===== src/rtl/div_seq_pkg.sv =====
// div_seq_pkg: shared types and helpers for the sequential index divider.
// Holds the FSM state enum, derived-width calculators and the power-of-2 test.
// No ports; imported by div_seq and div_seq_step.
package div_seq_pkg;

   typedef enum logic [1:0] {
      IDLE = 2'd0,
      BUSY = 2'd1,
      DONE = 2'd2
   } state_e;

   // Quotient width equals the iteration count; never below one bit.
   function automatic int calc_q_w(input int seq_len);
      return (seq_len > 1) ? $clog2(seq_len) : 1;
   endfunction

   // Dividend width: divisor width plus one bit per quotient bit.
   function automatic int calc_out_w(input int in_w, input int seq_len);
      return in_w + calc_q_w(seq_len);
   endfunction

   function automatic logic is_pow2(input logic [31:0] x);
      return (x != 32'd0) && ((x & (x - 32'd1)) == 32'd0);
   endfunction

endpackage


===== src/rtl/div_seq_step.sv =====
// div_seq_step: one restoring-division step (shift in a bit, conditional subtract).
// Latency: combinational. Backpressure: none, pure function of its inputs.
// Ports: rem_i partial remainder, bit_i next dividend bit, div_i divisor,
//        rem_o next partial remainder, qbit_o quotient bit produced this step.
module div_seq_step
   import div_seq_pkg::*;
#(
   parameter int DATA_IN_W = 5
) (
   input  logic [DATA_IN_W:0]   rem_i,
   input  logic                 bit_i,
   input  logic [DATA_IN_W-1:0] div_i,
   output logic [DATA_IN_W:0]   rem_o,
   output logic                 qbit_o
);

   logic [DATA_IN_W:0] shifted;

   // The incoming remainder is always below the divisor, so its top bit is
   // zero and the shift never loses information.
   assign shifted = {rem_i[DATA_IN_W-1:0], bit_i};

   // rem_i[DATA_IN_W] is folded in so a set top bit can only force a subtract.
   assign qbit_o = rem_i[DATA_IN_W] | (shifted >= {1'b0, div_i});
   assign rem_o  = qbit_o ? (shifted - {1'b0, div_i}) : shifted;

endmodule


===== src/rtl/div_seq.sv =====
// div_seq: recovers index k and remainder r from Y = X*k + r (restoring divider).
// Latency: accept at T, result at T+Q_W+1 (T+1 on overflow or power-of-2 bypass).
// Backpressure: one request in flight; in_ready low until the result is taken.
// Ports: in_valid/in_ready + dividend/divisor request side;
//        out_valid/out_ready + quotient/remainder/overflow result side.
// Optional: DIV_SEQ_POW2_BYPASS_EN resolves power-of-2 divisors in one cycle.
module div_seq
   import div_seq_pkg::*;
#(
   parameter  int DATA_IN_W  = 5,
   parameter  int SEQ_LEN    = 32,
   localparam int Q_W        = calc_q_w(SEQ_LEN),
   localparam int DATA_OUT_W = calc_out_w(DATA_IN_W, SEQ_LEN)
) (
   input  logic                  clk,
   input  logic                  rst_n,
   input  logic                  in_valid,
   output logic                  in_ready,
   input  logic [DATA_OUT_W-1:0] dividend,
   input  logic [DATA_IN_W-1:0]  divisor,
   output logic                  out_valid,
   input  logic                  out_ready,
   output logic [Q_W-1:0]        quotient,
   output logic [DATA_IN_W-1:0]  remainder,
   output logic                  overflow
);

   localparam int CNT_W = (Q_W > 1) ? $clog2(Q_W) : 1;

   state_e               state_q;
   logic [DATA_IN_W:0]   pr_q;      // partial remainder
   logic [Q_W-1:0]       sh_q;      // dividend low bits out, quotient bits in
   logic [DATA_IN_W-1:0] x_q;
   logic [CNT_W-1:0]     cnt_q;
   logic [Q_W-1:0]       quotient_q;
   logic [DATA_IN_W-1:0] remainder_q;
   logic                 overflow_q;

   logic [DATA_IN_W:0]   pr_d;
   logic [Q_W-1:0]       sh_d;
   logic                 qbit;
   logic [DATA_IN_W-1:0] y_hi;
   logic                 pre_ovf;

   // Quotients past the sequence end only exist for non-power-of-2 SEQ_LEN.
   function automatic logic q_big(input logic [Q_W-1:0] q);
      return {1'b0, q} >= (Q_W+1)'(SEQ_LEN);
   endfunction

   assign y_hi    = dividend[DATA_OUT_W-1:Q_W];
   // Y>>Q_W >= X means k cannot fit in Q_W bits; also catches X==0.
   assign pre_ovf = (y_hi >= divisor);

   div_seq_step #(.DATA_IN_W(DATA_IN_W)) u_step (
      .rem_i  (pr_q),
      .bit_i  (sh_q[Q_W-1]),
      .div_i  (x_q),
      .rem_o  (pr_d),
      .qbit_o (qbit)
   );

   assign sh_d = (sh_q << 1) | Q_W'(qbit);

`ifdef DIV_SEQ_POW2_BYPASS_EN
   logic [Q_W-1:0]       byp_q;
   logic [DATA_IN_W-1:0] byp_r;

   // For one-hot X the quotient is a window of Y starting at log2(X).
   always_comb begin
      byp_q = '0;
      for (int i = 0; i < DATA_IN_W; i++) begin
         if (divisor[i]) byp_q = dividend[i +: Q_W];
      end
      byp_r = dividend[DATA_IN_W-1:0] & (divisor - DATA_IN_W'(1));
   end
`endif

   always_ff @(posedge clk or negedge rst_n) begin
      if (!rst_n) begin
         state_q     <= IDLE;
         pr_q        <= '0;
         sh_q        <= '0;
         x_q         <= '0;
         cnt_q       <= '0;
         quotient_q  <= '0;
         remainder_q <= '0;
         overflow_q  <= 1'b0;
      end else begin
         case (state_q)
            IDLE: begin
               if (in_valid) begin
                  x_q <= divisor;
                  if (pre_ovf) begin
                     state_q     <= DONE;
                     overflow_q  <= 1'b1;
                     quotient_q  <= '0;
                     remainder_q <= '0;
                  end
`ifdef DIV_SEQ_POW2_BYPASS_EN
                  else if (is_pow2(32'(divisor))) begin
                     state_q     <= DONE;
                     overflow_q  <= q_big(byp_q);
                     quotient_q  <= q_big(byp_q) ? '0 : byp_q;
                     remainder_q <= q_big(byp_q) ? '0 : byp_r;
                  end
`endif
                  else begin
                     state_q <= BUSY;
                     pr_q    <= {1'b0, y_hi};
                     sh_q    <= dividend[Q_W-1:0];
                     cnt_q   <= CNT_W'(Q_W - 1);
                  end
               end
            end
            BUSY: begin
               pr_q  <= pr_d;
               sh_q  <= sh_d;
               cnt_q <= cnt_q - CNT_W'(1);
               if (cnt_q == '0) begin
                  state_q     <= DONE;
                  overflow_q  <= q_big(sh_d);
                  quotient_q  <= q_big(sh_d) ? '0 : sh_d;
                  remainder_q <= q_big(sh_d) ? '0 : pr_d[DATA_IN_W-1:0];
               end
            end
            DONE: begin
               if (out_ready) state_q <= IDLE;
            end
            default: state_q <= IDLE;
         endcase
      end
   end

   assign in_ready  = (state_q == IDLE);
   assign out_valid = (state_q == DONE);
   assign quotient  = quotient_q;
   assign remainder = remainder_q;
   assign overflow  = overflow_q;

endmodule


===== config.mk =====
export PLATFORM = sky130hd
export DESIGN_NAME = div_seq
export DESIGN_NICKNAME = d
export VERILOG_FILES = /design/src/rtl/div_seq_pkg.sv /design/src/rtl/div_seq_step.sv /design/src/rtl/div_seq.sv
export SDC_FILE = /design/constraint.sdc
export NUM_CORES = 1
export LEC_CHECK = 0
export BUFFER_PORTS_ARGS = -buffer_cell sky130_fd_sc_hd__buf_2
export CORE_ASPECT_RATIO = 2
export CORE_MARGIN = 1.5
export CORE_UTILIZATION = 56
export CTS_CLUSTER_SIZE = 20
export DETAILED_ROUTE_END_ITERATION = 8
export PLACE_DENSITY = 0.78
export RECOVER_POWER = 50
export SLEW_MARGIN = 15
export SYNTH_ARGS = -nofsm -noshare
export SYNTH_HDL_FRONTEND = slang
export SYNTH_HIERARCHICAL = 1
export SYNTH_SLANG_ARGS = --single-unit

===== constraint.sdc =====
create_clock -name clk -period 2.74 [get_ports clk]
set_input_delay 0.411 -clock clk [delete_from_list [all_inputs] [get_ports clk]]
set_output_delay 0.411 -clock clk [all_outputs]
set_load 0.05 [all_outputs]

==> Yosys cells after proc, flatten, opt, wreduce, memory -nomap -nowiden <==
Cells that the tools add are included.
{ "op_classes": {"n_addsub": 2, "magnitude_cmp": 2, "n_eq_ne": 7, "n_mux": 25, "bitwise_logic": 2, "n_reduce_logical": 7} }
{ "ops": {"columns": ["cell", "count"], "rows": [
  ["2-to-1 mux 5 bit", 6],
  ["one-hot mux 5 bit (2 select lines)", 3],
  ["2-to-1 mux 6 bit", 3],
  ["one-hot mux 6 bit (2 select lines)", 1],
  ["2-to-1 mux 2 bit", 4],
  ["greater-or-equal comparator 6 x 5 -> 1 bit", 1],
  ["2-to-1 mux 3 bit", 2],
  ["inequality test 2 bit, second input constant", 3],
  ["one-hot mux 2 bit (3 select lines)", 1],
  ["one-hot mux 3 bit (2 select lines)", 1],
  ["AND reduction 3 bit", 2],
  ["subtractor 6 x 5 -> 6 bit", 1],
  ["greater-or-equal comparator 5 bit", 1],
  ["bitwise OR 5 x 1 -> 5 bit", 1],
  ["inequality test 2 x 1 -> 1 bit, second input constant", 2],
  ["AND reduction 4 bit", 1],
  ["logical NOT 3 bit", 1],
  ["2-to-1 mux 1 bit", 3],
  ["subtractor 3 x 1 -> 3 bit, second input constant", 1],
  ["== test 2 x 1 -> 1 bit, second input constant", 1],
  ["== test 2 bit, second input constant", 1],
  ["logical NOT 2 bit", 1],
  ["one-hot mux 1 bit (2 select lines)", 1],
  ["AND reduction 2 bit", 1],
  ["other kinds (2)", 2]
]} }
{ "totals": {"reg_bits": 32, "inputBits": 19, "out_inout_bits": 13, "wordCells": 53} }

==> Logic depth before layout (Yosys ltp) <==
{ "depth": {"ltp_word": 5, "ltp_mapped": 11, "ltp_nobuf": 11} }

==> Hierarchy <==
The synthesis kept the hierarchy.
{ "by_module_without_submodules": {"columns": ["module", "n_inst", "cells_per_inst", "area_per_inst_um2", "seq_area_each_um2"], "rows": [
  ["div_seq", 1, 167, 1786.7, 800.8],
  ["div_seq_step", 1, 41, 332.8, 0.0]
]} }

==> Least setup slack after synthesis <==
OpenSTA, ideal clock, no wires.
{ "synth_path": {"path_type": "flip-flop to flip-flop", "startpoint": "register sh_q[4]", "endpoint": "register remainder_q[3] (netlist: remainder[3])", "setup_time_ns": 0.118, "arrival_time_ns": 2.271, "required_ns": 2.622, "path_slack_ns": 0.350, "stages_incl_launch_ff": 12, "path_buffers": 0, "synth_period_minus_slack_ns": 2.390, "path_cell_list": "dfrtp_1 -> inv_1 -> ha_1 -> inv_1 -> fa_1 -> a21oi_1 -> o21ai_2 -> nor2_4 -> mux2_4 -> a22o_1 -> a22o_1 -> a21o_1"} }
{ "synth_via": {"elab_chain_len": 5, "elab_cells_between_ends": 6, "classes_between": "add/sub: 1; order compare: 1; mux: 3; bitwise: 1"} }
{ "synth_rtl": {"columns": ["item", "line", "source"], "rows": [
  ["from (decl)", "div_seq.sv:32", "logic [Q_W-1:0] sh_q;"],
  ["from (signal assigned)", "div_seq.sv:110", "sh_q <= dividend[Q_W-1:0];"],
  ["greater-or-equal comparator 6 x 5 -> 1 bit", "div_seq_step.sv:24", "assign qbit_o = rem_i[DATA_IN_W] | (shifted >= {1'b0, div_i});"],
  ["bitwise OR 1 bit", "div_seq_step.sv:24", null],
  ["2-to-1 mux 6 bit (*)", "div_seq_step.sv:25", "assign rem_o = qbit_o ? (shifted - {1'b0, div_i}) : shifted;"],
  ["net pr_d[3]", "div_seq.sv:39", "logic [DATA_IN_W:0] pr_d;"],
  ["2-to-1 mux 5 bit (*)", "div_seq.sv:119", "if (cnt_q == '0) begin"],
  ["one-hot mux 5 bit (2 select lines) (*)", "div_seq.sv:89", "case (state_q)"],
  ["to (signal assigned)", "div_seq.sv:123", "remainder_q <= q_big(sh_d) ? '0 : pr_d[DATA_IN_W-1:0];"],
  ["to (decl)", "div_seq.sv:36", "logic [DATA_IN_W-1:0] remainder_q;"]
]} }
The timed path passes the listed nets; every way through them passes the cells marked *. The select of a mux whose other input is x is not followed.
A chain may end at the register's enable or synchronous reset.

==> Worst setup path after layout <==
Ends and elaborated chain as after synthesis.

==> flow_summary.ini <==
[final_layout]
final_common_cell = dfrtp_1
final_cell_mix = dfrtp_1 (32), inv_1 (26), buf_2 (24), a22o_1 (21), o21ai_0 (17)
area_growth_pct = 12.9
nNetsFinal = 272
antenna_cells = 0
n_fill_cell = 321
final_util = 0.663
drive_gt1_frac = 0.237

[route]
wire_per_inst_um = 14.8
drt-pass1-iter-count = 4
final_antenna_net_count = 0
drc = 0
routed_wl_mm = 4.30
drt_first_iter_violations = 20
vias = 1624
avgViaCountPerCell = 5.60

[synthesis]
synth_top_cell_by_area = dfrtp_1
ys_seq_area_frac = 0.378
yosys_warnings = 6
synth_area_leaders = dfrtp_1 (38%), a22o_1 (8.7%), mux2_4 (8.5%)
synth.avg_cell_area_um2 = 10.2
syn_inst = 208
synth_area_mm2 = 0.00212
yosysUniqueCellTypes = 39
synth_top_area_share = 0.378
ys_ff_latch = 32
syn-num-nets = 240

[cts]
cts_tree = built
root_buffer = clkbuf_8
cts.htree.levels = 2
ctsResizeCount = 0
cts.sinks = 32
clk_path_buf_depth = 2
clk_pin_slew_worst_paths_ps = 60
ctsHoldBuffers = 0
clk_latency_ps = 280
post_cts_buffers = 0
cts_made_buffers = 5

[outcome]
violations = capacitance limit, slew limit
status = complete, but fails checks

[worst_setup_path]
critical_path.endpoint_type = flip-flop
critPathBufInv = 2
crit_family = compound AO/OA/AOI/OAI gates
critPathMaxStageDelay_ps = 390
required_ps = 2910
cp-start-kind = flip-flop
worstSetupPathDepth = 11
critPathMaxFanout = 5
path_class = reg2reg
rr_worst_depth = 11
worstPathArrival_ps = 2730
crit_slowest_cell = fa_1
crit_chain = inv_1, ha_1, inv_1, fa_1, a21oi_1, o21ai_2, nor2_4, mux2_4, a22o_1, a22o_1, a21o_1

[timing]
fmax_ghz = 0.391
slew_headroom = -0.115
period_minus_slack_ps = 2560
finalCritPeriodShare = 0.933
skew_ps = 3.53
setup_viol = 0
tns_ps = 0
rsz0062_at_grt = false
slew_violations = 33
hold_viol_final = 0
worst_pin_slew_ps = 1670

[floorplanning]
std_cell_rows = 31
dieArea_mm2 = 0.00419
initial_core_util = 0.588
io_pins = 32
die_y_um = 90.0
coreArea_mm2 = 0.00361
die-width_um = 46.5

[grt]
grt_pass1_wl_mm = 7.09
grt_pass1_vias = 1649
grt_usage = 0.225
antenna_found_initial = 0
grt_max_degree = 33
grt_overflow = 0

[job]
max-cap-violations = 1

[place]
io_buffers = 31
dpl.hpwl_mm = 3.26
gp_congestion = 0.924

[hold_path]
hold_class = in2reg
holdPathStages = 2
per-stage QoR:
stage / cells / cell area [um^2] / hold slack, ps / setup WS [ps]
after floorplan: 208 / 2120 / 115 / 350
after global placement: 282 / 2310 / 464 / 273
after detailed placement: 282 / 2310 / 476 / 202
after CTS: 290 / 2400 / 197 / 191
after global routing: 290 / 2390 / 387 / 79.4
final: 290 / 2390 / 383 / 184
flip-flops by register name, summed over array words and instances, names as in the netlist:
register   cells
cnt_q          3
overflow       1
state_q        2
pr_q           6
x_q            5
quotient       5
sh_q           5
remainder      5
cell families after synthesis:
group | synth area share
fa+ha+maj | 0.0803
xor+xnor | 0.00827
compound gates | 0.257
mux | 0.110
simple gates | 0.102
buf+inv | 0.0649
flops | 0.378
area by class of cell:
cell class | instances | area, um^2 | area share
flip-flops and latches | 32 | 801 | 0.335
clock buffers | 8 | 90.1 | 0.0377
well taps | 49 | 61.3 | 0.0256
inverters | 26 | 97.6 | 0.0408
multi-input cells | 142 | 1180 | 0.494
repair buffers | 33 | 161 | 0.0675
Yosys cell counts:
cell type and n:
dfrtp_1 32, inv_1 26, a22o_1 21, o21ai_0 17, ha_1 12, mux2_4 12
nand2_1 12, a21o_1 11, nand3b_1 8, a21oi_1 6, nor2b_1 6, clkbuf_1 5
nor2_1 5, mux2i_1 3, o21ai_2 3, o21bai_1 3, buf_2 2, mux2_2 2
xor2_1 2, a211oi_2 1, a21bo_2 1, a21boi_0 1, a21o_2 1, a21oi_2 1
a221o_1 1, a221oi_1 1, a22oi_1 1, a311oi_4 1, a31oi_1 1, and2_0 1
buf_6 1, fa_1 1, nand2b_1 1, nand3_2 1, nor2_4 1, nor3_1 1
nor3_2 1, nor4_1 1, o211ai_1 1
routing by layer:
layer  wire length (um)  track usage
met5                  0            0
met3                119       0.0442
met4                 69       0.0786
met1               1720        0.246
met2               2390        0.398
worst reg2reg max path: cells and delay by family (launching register included):
family                     cells  cell delay [ps]
AOI/OAI and AO/OA              5              880
DFF                            1              370
and+or+nand+nor                1              180
buffers and inverters          2              130
muxes                          1              330
adders and majority gates      2              560
worst paths after layout:
check / slack (ps) / startpoint / end
worst min register to register: 490 / x_q[3] / x_q[3]
worst min-delay path: 380 / divisor[0] / x_q[0]
min in group asynchronous: 550 / rst_n / remainder[1]
max in group asynchronous: 1210 / rst_n / cnt_q[1]
worst max-delay path: 180 / sh_q[4] / remainder[3]
worst max register to register: 180 / sh_q[4] / remainder[3]
Power is not shown: default switching activity piles up to over one toggle a cycle in this logic, so the estimate is an artifact.
